**src/rtl/gpio_pkg.sv**
```systemverilog
// gpio_pkg: shared default width and reset value for the gpio block.
package gpio_pkg;
  localparam int GPIO_WIDTH = 32;
  localparam logic [GPIO_WIDTH-1:0] GPIO_RESET_VALUE = '0;
endpackage

```
**src/rtl/gpio.sv**
```systemverilog
// gpio: write-only output register with registered read-back.
// Define GPIO_OUT_REG_EN to add one pipeline stage in front of gpio_out.
module gpio
  import gpio_pkg::*;
#(
  parameter int WIDTH = GPIO_WIDTH,
  parameter logic [WIDTH-1:0] RESET_VALUE = WIDTH'(GPIO_RESET_VALUE)
) (
  input  logic             clk,
  input  logic             reset,
  input  logic             we,
  input  logic             re,
  input  logic [WIDTH-1:0] data_in,
  output logic [WIDTH-1:0] data_out,
  output logic [WIDTH-1:0] gpio_out
);
  logic [WIDTH-1:0] r_out;
  logic [WIDTH-1:0] r_rd;
  // Read samples the pre-edge r_out, so a same-edge write is not yet visible.
  always_ff @(posedge clk or negedge reset)
    if (!reset) begin
      r_out <= RESET_VALUE;
      r_rd  <= '0;
    end else begin
      if (we) r_out <= data_in;
      if (re) r_rd  <= r_out;
    end
  assign data_out = r_rd;
`ifdef GPIO_OUT_REG_EN
  logic [WIDTH-1:0] r_pin;
  always_ff @(posedge clk or negedge reset)
    if (!reset) r_pin <= RESET_VALUE;
    else        r_pin <= r_out;
  assign gpio_out = r_pin;
`else
  assign gpio_out = r_out;
`endif
endmodule

```
**config.mk**
```make
export PLATFORM = sky130hd
export DESIGN_NAME = gpio
export DESIGN_NICKNAME = d
export VERILOG_FILES = /design/src/rtl/gpio_pkg.sv /design/src/rtl/gpio.sv
export SDC_FILE = /design/constraint.sdc
export NUM_CORES = 1
export LEC_CHECK = 0
export CELL_PAD_IN_SITES_DETAIL_PLACEMENT = 1
export CELL_PAD_IN_SITES_GLOBAL_PLACEMENT = 1
export CORE_MARGIN = 2
export CORE_UTILIZATION = 33
export CTS_CLUSTER_DIAMETER = 40
export DETAILED_ROUTE_END_ITERATION = 7
export GPL_ROUTABILITY_DRIVEN = 0
export PLACE_DENSITY = 0.84
export SLEW_MARGIN = 20
export SYNTH_ARGS = -nofsm -noshare
export SYNTH_HDL_FRONTEND = slang
export SYNTH_SLANG_ARGS = --single-unit
```
**constraint.sdc**
```tcl
create_clock -name clk -period 0.8 [get_ports clk]
set_clock_uncertainty 0.05 [all_clocks]
set_input_delay 0.16 -clock clk [delete_from_list [all_inputs] [get_ports clk]]
set_output_delay 0.16 -clock clk [all_outputs]
set_load 0.02 [all_outputs]
```
==> metrics.txt, run 1 <==
Post-Syn Nets=172; type of the most critical hold path=in -> reg; fin nets=332; Max-cap violations=0; P per Cell Area=2070 nW/um2; Seq/Total Area, Yosys=59.5%; RSZ-0062 raised after global routing=yes; crit path DAT=0.91 ns; initial antenna violation count=0; first-pass GRT wire length=11,200 um; core area=7810 um2; Pint=0.00692 W; Seq pwr share=42.3%; die width=94.3 um; gr ovfl total=0; crit share post-route=140%; Yosys reg bits=64; area post-placement=4180 um2; H-tree levels=3; worst hold margin=0.240 ns; failing checks=negative setup slack; status=complete, but fails checks; Initial DRC Count=51; Post-Route WL=7330 um; fin. max-slew vios=0; Peak VDD IR=0.00103 V; buffers plus inverters on the worst setup path=1; clock root buffer=clkbuf_8; Antenna diodes=0; number of buffer cells added on primary ports=99; Ports=100; clk buf depth=2; Clk network pwr share=24.4%; Crit path required time=0.59 ns; mapped cell area=2690 um2; Worst-Skew Late Latency=0.33 ns; Sink Count=64; part of the power in combinational logic=33.2%; Avg Cell Area, Syn=19.8 um2; cells along the critical path=buf_6; CTS tree=done; Initial DRT Pass Iterations=4; vias per cell=4.41; highest clock rate=0.893 GHz; delay-heaviest family, CP=flip-flops; Switching Fraction=28.6%; Startpoint Class=flip-flop; Lkg Pwr=2.18 nW; Syn Inst Count=136; Crit-path slowest cell=dfrtp_2; synth unique cells=5; share of post-route cells with drive strength above 1=89.0%; final worst slack=-0.320 ns; Starting Density=34.5%; wire per inst=18.3 um; Finished Layout Cells=401; final hold vios=0; crit end category=primary output; Final Instance Area=4670 um2; Slew headroom=86.8%; critical path class=reg -> out; Critical Path Fanout Max=2; row count=32; largest stage delay on the critical path=0.43 ns; dpl cells=379; CTS buffer count=9; Area Growth Syn to Fin=73.7%; net switching power=0.00277 W; Min Clock Period, post-route=1.12 ns; gr usage total=17.2%; vias in the first global route=2,084; final count of negative-setup-slack endpoints=128; antenna viol nets, final=0; Clock Pin Slew Worst Setup and Hold Paths=0.08 ns; routed via count=1,768; hpwl dp=4710 um; Least-Margin Pin Slew=0.198 ns; Synth Warn #=0; Die Ht=94.3 um; final routed DRC violation total=0; Die Footprint=8890 um2; largest net degree at the start of global routing=36
[routing by layer]
layer / routed length, um / global-route usage, %
met4: 84 / 4.71
met2: 3900 / 30.1
met5: 0 / 0
met3: 414 / 5.94
met1: 2930 / 20.0
[what timing repair did]
action	in CTS	in global routing
gates resized for setup	427	38
setup endpoints to repair	128	128
hold endpoints to repair	64	0
buffers inserted	27	34
hold buffers	1	0
[Yosys cell counts]
master	count	area (um2)
dfrtp_1	64	1600
buf_6	2	22.5
mux2_4	60	901
buf_12	6	120
mux2_2	4	45.0
[tightest hold or removal path, delay by kind of cell]
kind,cells,cell delay (ns)
buffers and inverters,2,0.28
muxes,1,0.14
[logic make-up after synthesis]
group / synth area share [%]
DFF: 59.5
muxes: 35.2
buffers and inverters: 5.30
[flip-flops by register name (all words and copies together) (netlist names)]
register  cells
gpio_out     32
data_out     32
[through the flow]
step / power [W] / worst slack (ns) / setup TNS, ns / util, %
2_1_floorplan: 0.00531 / -0.0790 / -4.82 / -
3_3_place_gp: 0.00681 / -0.374 / -34.82 / 53.6
3_5_place_dp: 0.00689 / -0.383 / -35.71 / 53.6
4_1_cts: 0.00973 / -0.324 / -29.91 / 59.4
5_1_grt: 0.0101 / -0.352 / -32.40 / 59.8
6_report: 0.00969 / -0.320 / -29.10 / 59.8
[power by group through the flow]
stage / Combinational (W) / Clock (W) / Sequential, W
2_1_floorplan: 0.000780 / 0 / 0.00453
3_3_place_gp: 0.00281 / 0 / 0.00399
3_5_place_dp: 0.00287 / 0 / 0.00402
4_1_cts: 0.00320 / 0.00245 / 0.00408
5_1_grt: 0.00341 / 0.00260 / 0.00414
6_report: 0.00322 / 0.00237 / 0.00410
[layout make-up]
cell class | count | area, um2
Sequential cell | 64 | 1680
Clock buffer | 10 | 138
Clock inverter | 4 | 22.5
Tap cell | 102 | 128
Fill cell | 744 | 3140
Multi-Input combinational cell | 64 | 953
Timing Repair Buffer | 157 | 1750
[cells in the final DEF (no fill, tap or decap)]
master | synthesis | routed
mux2_4 | 60 | 62
dfrtp_2 | 0 | 64
clkinvlp_4 | 0 | 1
clkdlybuf4s50_1 | 0 | 32
mux2_2 | 4 | 2
buf_2 | 0 | 3
clkinv_2 | 0 | 3
clkbuf_8 | 0 | 10
dlygate4sd3_1 | 0 | 1
buf_12 | 6 | 6
buf_4 | 0 | 3
buf_6 | 2 | 112
[final timing paths]
check	startpoint	to	slack, ns	cells after the start
worst max-delay path	data_out[19]$_DFFE_PN0P_	data_out[19]	-0.32	1
worst min-delay path	re	data_out[0]$_DFFE_PN0P_	0.24	3
worst max register to register	gpio_out[20]$_DFFE_PN0P_	gpio_out[20]$_DFFE_PN0P_	-0.29	3
worst min register to register	data_out[14]$_DFFE_PN0P_	data_out[14]$_DFFE_PN0P_	0.49	1
max in group asynchronous	reset	data_out[15]$_DFFE_PN0P_	0.17	3
min in group asynchronous	reset	data_out[2]$_DFFE_PN0P_	0.32	3
Power figures use the tool's default switching activity.
==> run 2, diff against run 1 <==
--- a/config.mk
+++ b/config.mk
@@ -11,7 +11,6 @@
 export CORE_UTILIZATION = 33
 export CTS_CLUSTER_DIAMETER = 40
 export DETAILED_ROUTE_END_ITERATION = 7
-export GPL_ROUTABILITY_DRIVEN = 0
 export PLACE_DENSITY = 0.84
 export SLEW_MARGIN = 20
 export SYNTH_ARGS = -nofsm -noshare
==> results of run 2 <==
Final layout, timing and power as in run 1 (identical DEF).
==> run 3, diff against run 2 <==
--- a/config.mk
+++ b/config.mk
@@ -5,13 +5,14 @@
 export SDC_FILE = /design/constraint.sdc
 export NUM_CORES = 1
 export LEC_CHECK = 0
+export CAP_MARGIN = 20
 export CELL_PAD_IN_SITES_DETAIL_PLACEMENT = 1
 export CELL_PAD_IN_SITES_GLOBAL_PLACEMENT = 1
 export CORE_MARGIN = 2
 export CORE_UTILIZATION = 33
-export CTS_CLUSTER_DIAMETER = 40
+export CTS_CLUSTER_DIAMETER = 50
 export DETAILED_ROUTE_END_ITERATION = 7
-export PLACE_DENSITY = 0.84
+export PLACE_DENSITY_LB_ADDON = 0.12
 export SLEW_MARGIN = 20
 export SYNTH_ARGS = -nofsm -noshare
 export SYNTH_HDL_FRONTEND = slang
==> metrics.txt, run 3 (synthesis results as in run 1) <==
status=complete, but fails checks; failing checks=negative setup slack; number of buffer cells added on primary ports=99 (unchanged); Die Footprint=8890 um2 (unchanged); Worst-Skew Late Latency=0.33 ns (about the same); worst r2r dst=gpio_out[1]$_DFFE_PN0P_; final worst slack=-0.301 ns (+0.0194 ns); wire per inst=16.8 um (-8.0%); vias in the first global route=2,002 (-3.9%); die width=94.3 um (unchanged); Min Clock Period, post-route=1.10 ns (-0.0194 ns); total power=0.00967 W (-0.14%); Crit path required time=0.59 ns (about the same); Antenna diodes=0 (unchanged); routed via count=1,734 (-1.9%); highest clock rate=0.908 GHz (+1.8%); H-tree levels=3 (unchanged); fin nets=329 (-0.90%); Sink Count=64 (unchanged); Post-Route WL=6710 um (-8.4%); # fillers=757 (+1.7%); vias per cell=4.35 (-1.4%); Least-Margin Pin Slew=0.194 ns (-0.00379 ns); crit share post-route=138% (-2.4 points); gr usage total=16.1% (-1.1 points); Seq pwr share=42.1% (-0.2 points); final core occ=59.6% (-0.27 points); fin. max-slew vios=0 (unchanged); Switching Fraction=28.0% (-0.53 points); net switching power=0.00271 W (-2.0%); Starting Density=34.5% (unchanged); worst r2r path cells=3 (unchanged); share of post-route cells with drive strength above 1=88.9% (about the same); CTS tree=done; Final Wtd Congestion=0.692; largest stage delay on the critical path=0.43 ns (about the same); clock root buffer=clkbuf_8; largest net degree at the start of global routing=36 (unchanged); type of the most critical hold path=in -> async; Clock Pin Slew Worst Setup and Hold Paths=0.07 ns (about the same); commonest cells after routing, fill and taps aside=105 x buf_6, 64 x dfrtp_2, 63 x mux2_4; CTS buffer count=9 (unchanged); setup total negative slack=-28.48 ns (+0.620 ns); final routed DRC violation total=0 (unchanged); Initial DRC Count=36 (-29%); RSZ-0062 raised after global routing=yes; Pint=0.00696 W (+0.59%); Startpoint Class=flip-flop; Crit-path slowest cell=dfrtp_2; delay-heaviest family, CP=flip-flops; P per Cell Area=2080 nW/um2 (+0.31%); Slew headroom=87.1% (+0.25 points); initial antenna violation count=0 (unchanged); Finished Layout Cells=399 (-0.50%); cells along the critical path=buf_6; most common cell after layout, fill and taps aside=buf_6; core area=7810 um2 (unchanged); Peak VDD IR=0.000991 V (-3.5%); Clk network pwr share=25.5% (+1.1 points); dpl cells=372 (-1.8%); critical path class=reg -> out; Die Ht=94.3 um (unchanged); final count of negative-setup-slack endpoints=128 (unchanged); flop-to-flop setup slack=-0.28 ns (about the same); crit end category=primary output; antenna viol nets, final=0 (unchanged); Critical Path Fanout Max=2 (unchanged); Area Growth Syn to Fin=72.9%; Initial DRT Pass Iterations=4 (unchanged); part of the power in combinational logic=32.4% (-0.8 points); Lkg Pwr=2.17 nW (-0.15%); hpwl dp=4480 um (-4.9%); RR Startpoint=gpio_out[1]$_DFFE_PN0P_; buffers plus inverters on the worst setup path=1 (unchanged); gr ovfl total=0 (unchanged); Max-cap violations=0 (unchanged); Ports=100 (unchanged); first-pass GRT wire length=10,700 um (-4.9%); final hold vios=0 (unchanged); row count=32 (unchanged); clk buf depth=2 (unchanged); crit path DAT=0.89 ns (-0.02 ns)
-- run 3: cell types whose count changed in the layout (fill, tap and decap cells not counted), sizes merged --
cell,previous run,this run
buf,124,121
clkinvlp,1,0
clkinv,3,4
clkbuf,10,11
-- run 3: cell type report --
| cell class | instances | area [um2] | area share [%] |
|---|---|---|---|
| clock buffers | 11 | 151 | 3.26 |
| clock inverters | 4 | 20.0 | 0.430 |
| well taps | 102 | 128 | 2.74 |
| flip-flops and latches | 64 | 1680 | 36.2 |
| multi-input cells | 64 | 957 | 20.6 |
| repair buffers | 154 | 1710 | 36.8 |
-- run 3: metal layers --
layer	share of wire [%]	routed length, um	track usage, %	vias to the layer above
met5	0	0	0	-
met4	1.3	90	6.88	0
li1	-	-	-	784
met2	50	3360	25.4	57
met3	6.2	416	4.65	7
met1	42	2850	20.6	886
-- run 3: timing repair --
item / in CTS / in global routing
gates resized for setup: 421 / 27
buffers inserted: 19 / 21
endpoints found under the setup margin: 128 / 128
hold buffers: 1 / 0
gates cloned: 0 / 0
hold endpoints to repair: 64 / 0
-- run 3: power by group through the flow --
stage	clock, W	sequential, W	combinational [W]
after floorplan	0	0.00453	0.000780
after global placement	0	0.00399	0.00277
after detailed placement	0	0.00401	0.00280
after CTS	0.00255	0.00406	0.00314
after global routing	0.00271	0.00412	0.00332
final	0.00247	0.00407	0.00314
-- run 3: worst max path at each step --
stage,from,end,slack (ns),depth (start not counted)
2_1_floorplan,gpio_out[10]$_DFFE_PN0P_,gpio_out[10]$_DFFE_PN0P_,-0.08,1
3_3_place_gp,gpio_out[24]$_DFFE_PN0P_,gpio_out[24],-0.38,1
3_5_place_dp,gpio_out[19]$_DFFE_PN0P_,gpio_out[19],-0.38,1
4_1_cts,data_out[27]$_DFFE_PN0P_,data_out[27],-0.32,1
5_1_grt,data_out[27]$_DFFE_PN0P_,data_out[27],-0.33,1
6_report,gpio_out[8]$_DFFE_PN0P_,gpio_out[8],-0.30,1
-- run 3: metrics by stage --
step                      hold slack (ns)  setup WS [ns]  cell area (um2)
after floorplan                    -0.186        -0.0790             2780
after global placement              0.121         -0.378             4140
after detailed placement            0.126         -0.383             4140
after CTS                           0.290         -0.315             4620
after global routing                0.296         -0.328             4650
final                               0.297         -0.301             4650
==> RTL edit 1: new RTL, config.mk and constraints of run 1 <==
The package constant `GPIO_WIDTH` goes from 32 to 16.
--- a/src/rtl/gpio_pkg.sv
+++ b/src/rtl/gpio_pkg.sv
@@ -2,3 +2,3 @@
 package gpio_pkg;
-  localparam int GPIO_WIDTH = 32;
+  localparam int GPIO_WIDTH = 16;
   localparam logic [GPIO_WIDTH-1:0] GPIO_RESET_VALUE = '0;
Ports: changed (resized data_in, data_out and gpio_out); port bits go from 100 to 52. The function was not compared with the original's and may differ.
==> RTL edit 1 against run 1 <==
The run still ends with setup timing left. Via count shrank 49%. Sequential cell count is 32 lower. Worst setup slack gained 0.046 ns. Design area shrank 49%. Routed wire length shrank 45%. Total power decreased by 48%. Sequential share of layout area down 0.81 points. Area after synthesis shrank 52%. Critical path type unchanged.
==> RTL edit 1: results <==
export IMPL_clk_latency_ns=0.28
export IMPL_drive_gt1_share_pct=87.4
export IMPL_syn_instance_count=68
export IMPL_hold_path_class="in2async"
export IMPL_seq_area_frac_synth_pct=61.7
export IMPL_critPathArrivalTime_ns=0.86
export IMPL_nets=170
export IMPL_status="complete, but fails checks"
export IMPL_ir_drop_uv=1290
export IMPL_crit_reg2reg_launch="data_out[12]"
export IMPL_port_buffers=51
export IMPL_grt_pass1_vias=1046
export IMPL_dr_first_iter_drc_count=31
export IMPL_synth_area_leaders="dfrtp_1 (62%), mux2_4 (23%), mux2_2 (10%)"
export IMPL_cts_made_buffers=5
export IMPL_placed_cells=185
export IMPL_h_tree_depth=2
export IMPL_grt_max_degree=33
export IMPL_placed_area_um2=2050
export IMPL_fin_ws_ns=-0.274
export IMPL_p_leak_uw=0.00111
export IMPL_synthTopCellsByCount="dfrtp_1 (32), mux2_4 (20), mux2_2 (12)"
export IMPL_violations="setup timing"
export IMPL_routed_wl_um=4000
export IMPL_setup_viol=64
[RTL edit 1: cell count changes after synthesis, sizes merged]
cell / before / now
buf: 8 / 4
dfrtp: 64 / 32
mux2: 64 / 32
[RTL edit 1: path summary, 6_finish.rpt]
check                          endpoint  slack [ns]  depth (start not counted)
min reg2reg                 data_out[4]        0.48                          1
max                        data_out[12]       -0.27                          1
max in group asynchronous   data_out[2]        0.32                          2
min                        gpio_out[12]        0.19                          2
min in group clk            data_out[3]        0.43                          3
max reg2reg                data_out[12]       -0.21                          2
[RTL edit 1: cell type report]
| class | instances | area [µm²] |
|---|---|---|
| clock inverter | 2 | 10.0 |
| clock buffer | 6 | 82.6 |
| timing repair buffer | 79 | 931 |
| fill | 352 | 1330 |
| sequential | 32 | 841 |
| tap | 48 | 60.1 |
| multi-input combinational | 32 | 465 |
[RTL edit 1: report_power, final]
part | internal, µW | switching, µW | leakage [µW]
clock network | 686 | 621 | 0.0000510
logic | 1040 | 597 | 0.000720
registers | 1860 | 198 | 0.000342
total | 3580 | 1420 | 0.00111
[RTL edit 1: what timing repair did]
action                     4_1_cts  5_1_grt
gates cloned                     2        0
hold buffers                     0        0
setup buffers                    3        1
setup endpoints to repair       64       64
resized for setup              218        7
[RTL edit 1: worst reg2reg max path, stage by stage (launching register included)]
cell	delay, ns
dfrtp_2	0.44
buf_4	0.14
mux2_4	0.27
[RTL edit 1: logic make-up after synthesis]
| kind of cell | share of synthesized area, % |
|---|---|
| buffers and inverters | 4.82 |
| flip-flops | 61.7 |
| multiplexers | 33.5 |
[RTL edit 1: layer usage]
layer | vias to the layer above | routed length [µm] | global-route usage, %
li1 | 401 | - | -
met1 | 464 | 1700 | 24.9
met2 | 41 | 2040 | 33.8
met3 | 4 | 236 | 6.25
met4 | 0 | 23 | 3.83
met5 | - | 0 | 0
[RTL edit 1: stage by stage]
step	setup TNS (ns)	setup slack [ns]	hold WS, ns	total power, µW
floorplan	-2.35	-0.0790	-0.186	2610
global placement	-28.45	-0.568	0.450	3340
detailed placement	-29.17	-0.594	0.450	3390
CTS	-12.93	-0.270	0.194	4960
global route	-14.10	-0.301	0.190	5220
finish	-12.78	-0.274	0.190	5000
==> RTL edit 2: new RTL, settings of run 1 <==
Without the edit above. Register the inputs `we`, `re` and `data_in` before use, without a reset. The logic sees them one clock later.
--- a/src/rtl/gpio.sv
+++ b/src/rtl/gpio.sv
@@ -16,2 +16,13 @@
 );
+
+  logic we_q;
+  logic re_q;
+  logic [WIDTH-1:0] data_q;
+
+  always_ff @(posedge clk) begin
+      we_q   <= we;
+      re_q   <= re;
+      data_q <= data_in;
+  end
+
   logic [WIDTH-1:0] r_out;
@@ -24,4 +35,4 @@
     end else begin
-      if (we) r_out <= data_in;
-      if (re) r_rd  <= r_out;
+      if (we_q) r_out <= data_q;
+      if (re_q) r_rd  <= r_out;
     end
Behaviour: not the same (Yosys sat finds a counterexample within 4 cycles, from zero or initial values and one cycle with reset low).
==> RTL edit 2 against run 1 <==
The flow still finishes with violations (setup timing). Count of clock-buffer cells in the layout fell by 1. Worst setup slack lost 0.0017 ns. Critical path depth unchanged. Fmax fell by 0.15%. Routed wire length rose by 15%. Design area up 18%. First-iteration DRC count shrank 35%. Area after synthesis rose by 25%. Die area rose by 24%. Utilization is 3.7 points lower. Sequential cell count grew 34. Non-clock buffer count is 25 higher. Total power grew 30%.
==> RTL edit 2: results <==
export IMPL_status="complete, but fails checks"
export IMPL_violations="setup timing"
export IMPL_synth_nets=206
export IMPL_clk_latency_ns=0.35
export IMPL_clock_sinks=98
export IMPL_signal_buffers=182
export IMPL_grt_use_total_pct=15.9
export IMPL_grtUsageMet3_pct=3.93
export IMPL_dr_first_iter_drc_count=33
export IMPL_internal_power_uw=9310
export IMPL_routed_wl_um=8390
export IMPL_wl_met1_um=3280
export IMPL_setup_viol=128
export IMPL_vias=2047
export IMPL_seq_area_frac_synth_pct=67.7
export IMPL_synthTopCellsByCount="dfrtp_1 (64), mux2_4 (60), dfxtp_1 (34)"
export IMPL_cts_resized=400
export IMPL_grt_use_met2_pct=29.1
export IMPL_buf_share_pct=34.3
export IMPL_synth_area_leaders="dfrtp_1 (48%), mux2_4 (27%), dfxtp_1 (20%)"
export IMPL_fin_setup_tns_ns=-36.02
export IMPL_grt_pass1_wl_um=13400
export IMPL_p_leak_uw=0.00267
export IMPL_grt_max_degree=33
export IMPL_placed_area_um2=4870
export IMPL_pwr_share_seq_pct=46.0
export IMPL_fin_ws_ns=-0.322
export IMPL_fillers=929
export IMPL_clk_share_pct=3.93
export IMPL_power_per_cell_area_nw_per_um2=2270
[RTL edit 2: cell types whose count changed in the layout (fill, tap and decap cells not counted), sizes merged]
cell	delta
clkdlybuf4s50	+2
buf	+23
dfxtp	+34
clkinvlp	+1
bufinv	+2
clkbuf	-1
[RTL edit 2: worst paths after layout]
kind	startpoint	end	slack, ns	cells after the start
worst max-delay path	gpio_out[27]	gpio_out[27]	-0.32	1
worst min-delay path	we	we_q	0.19	1
worst max register to register	re_q	data_out[7]	-0.31	3
worst min register to register	data_q[23]	gpio_out[23]	0.41	1
max in group asynchronous	reset	gpio_out[0]	0.22	3
min in group asynchronous	reset	gpio_out[12]	0.29	3
[RTL edit 2: logic make-up (layout without fill, tap and decap cells)]
| group | after synthesis | after routing | share of synthesized area (%) |
|---|---|---|---|
| flops | 98 | 98 | 67.7 |
| mux | 64 | 64 | 28.1 |
| buf+inv | 8 | 198 | 4.23 |
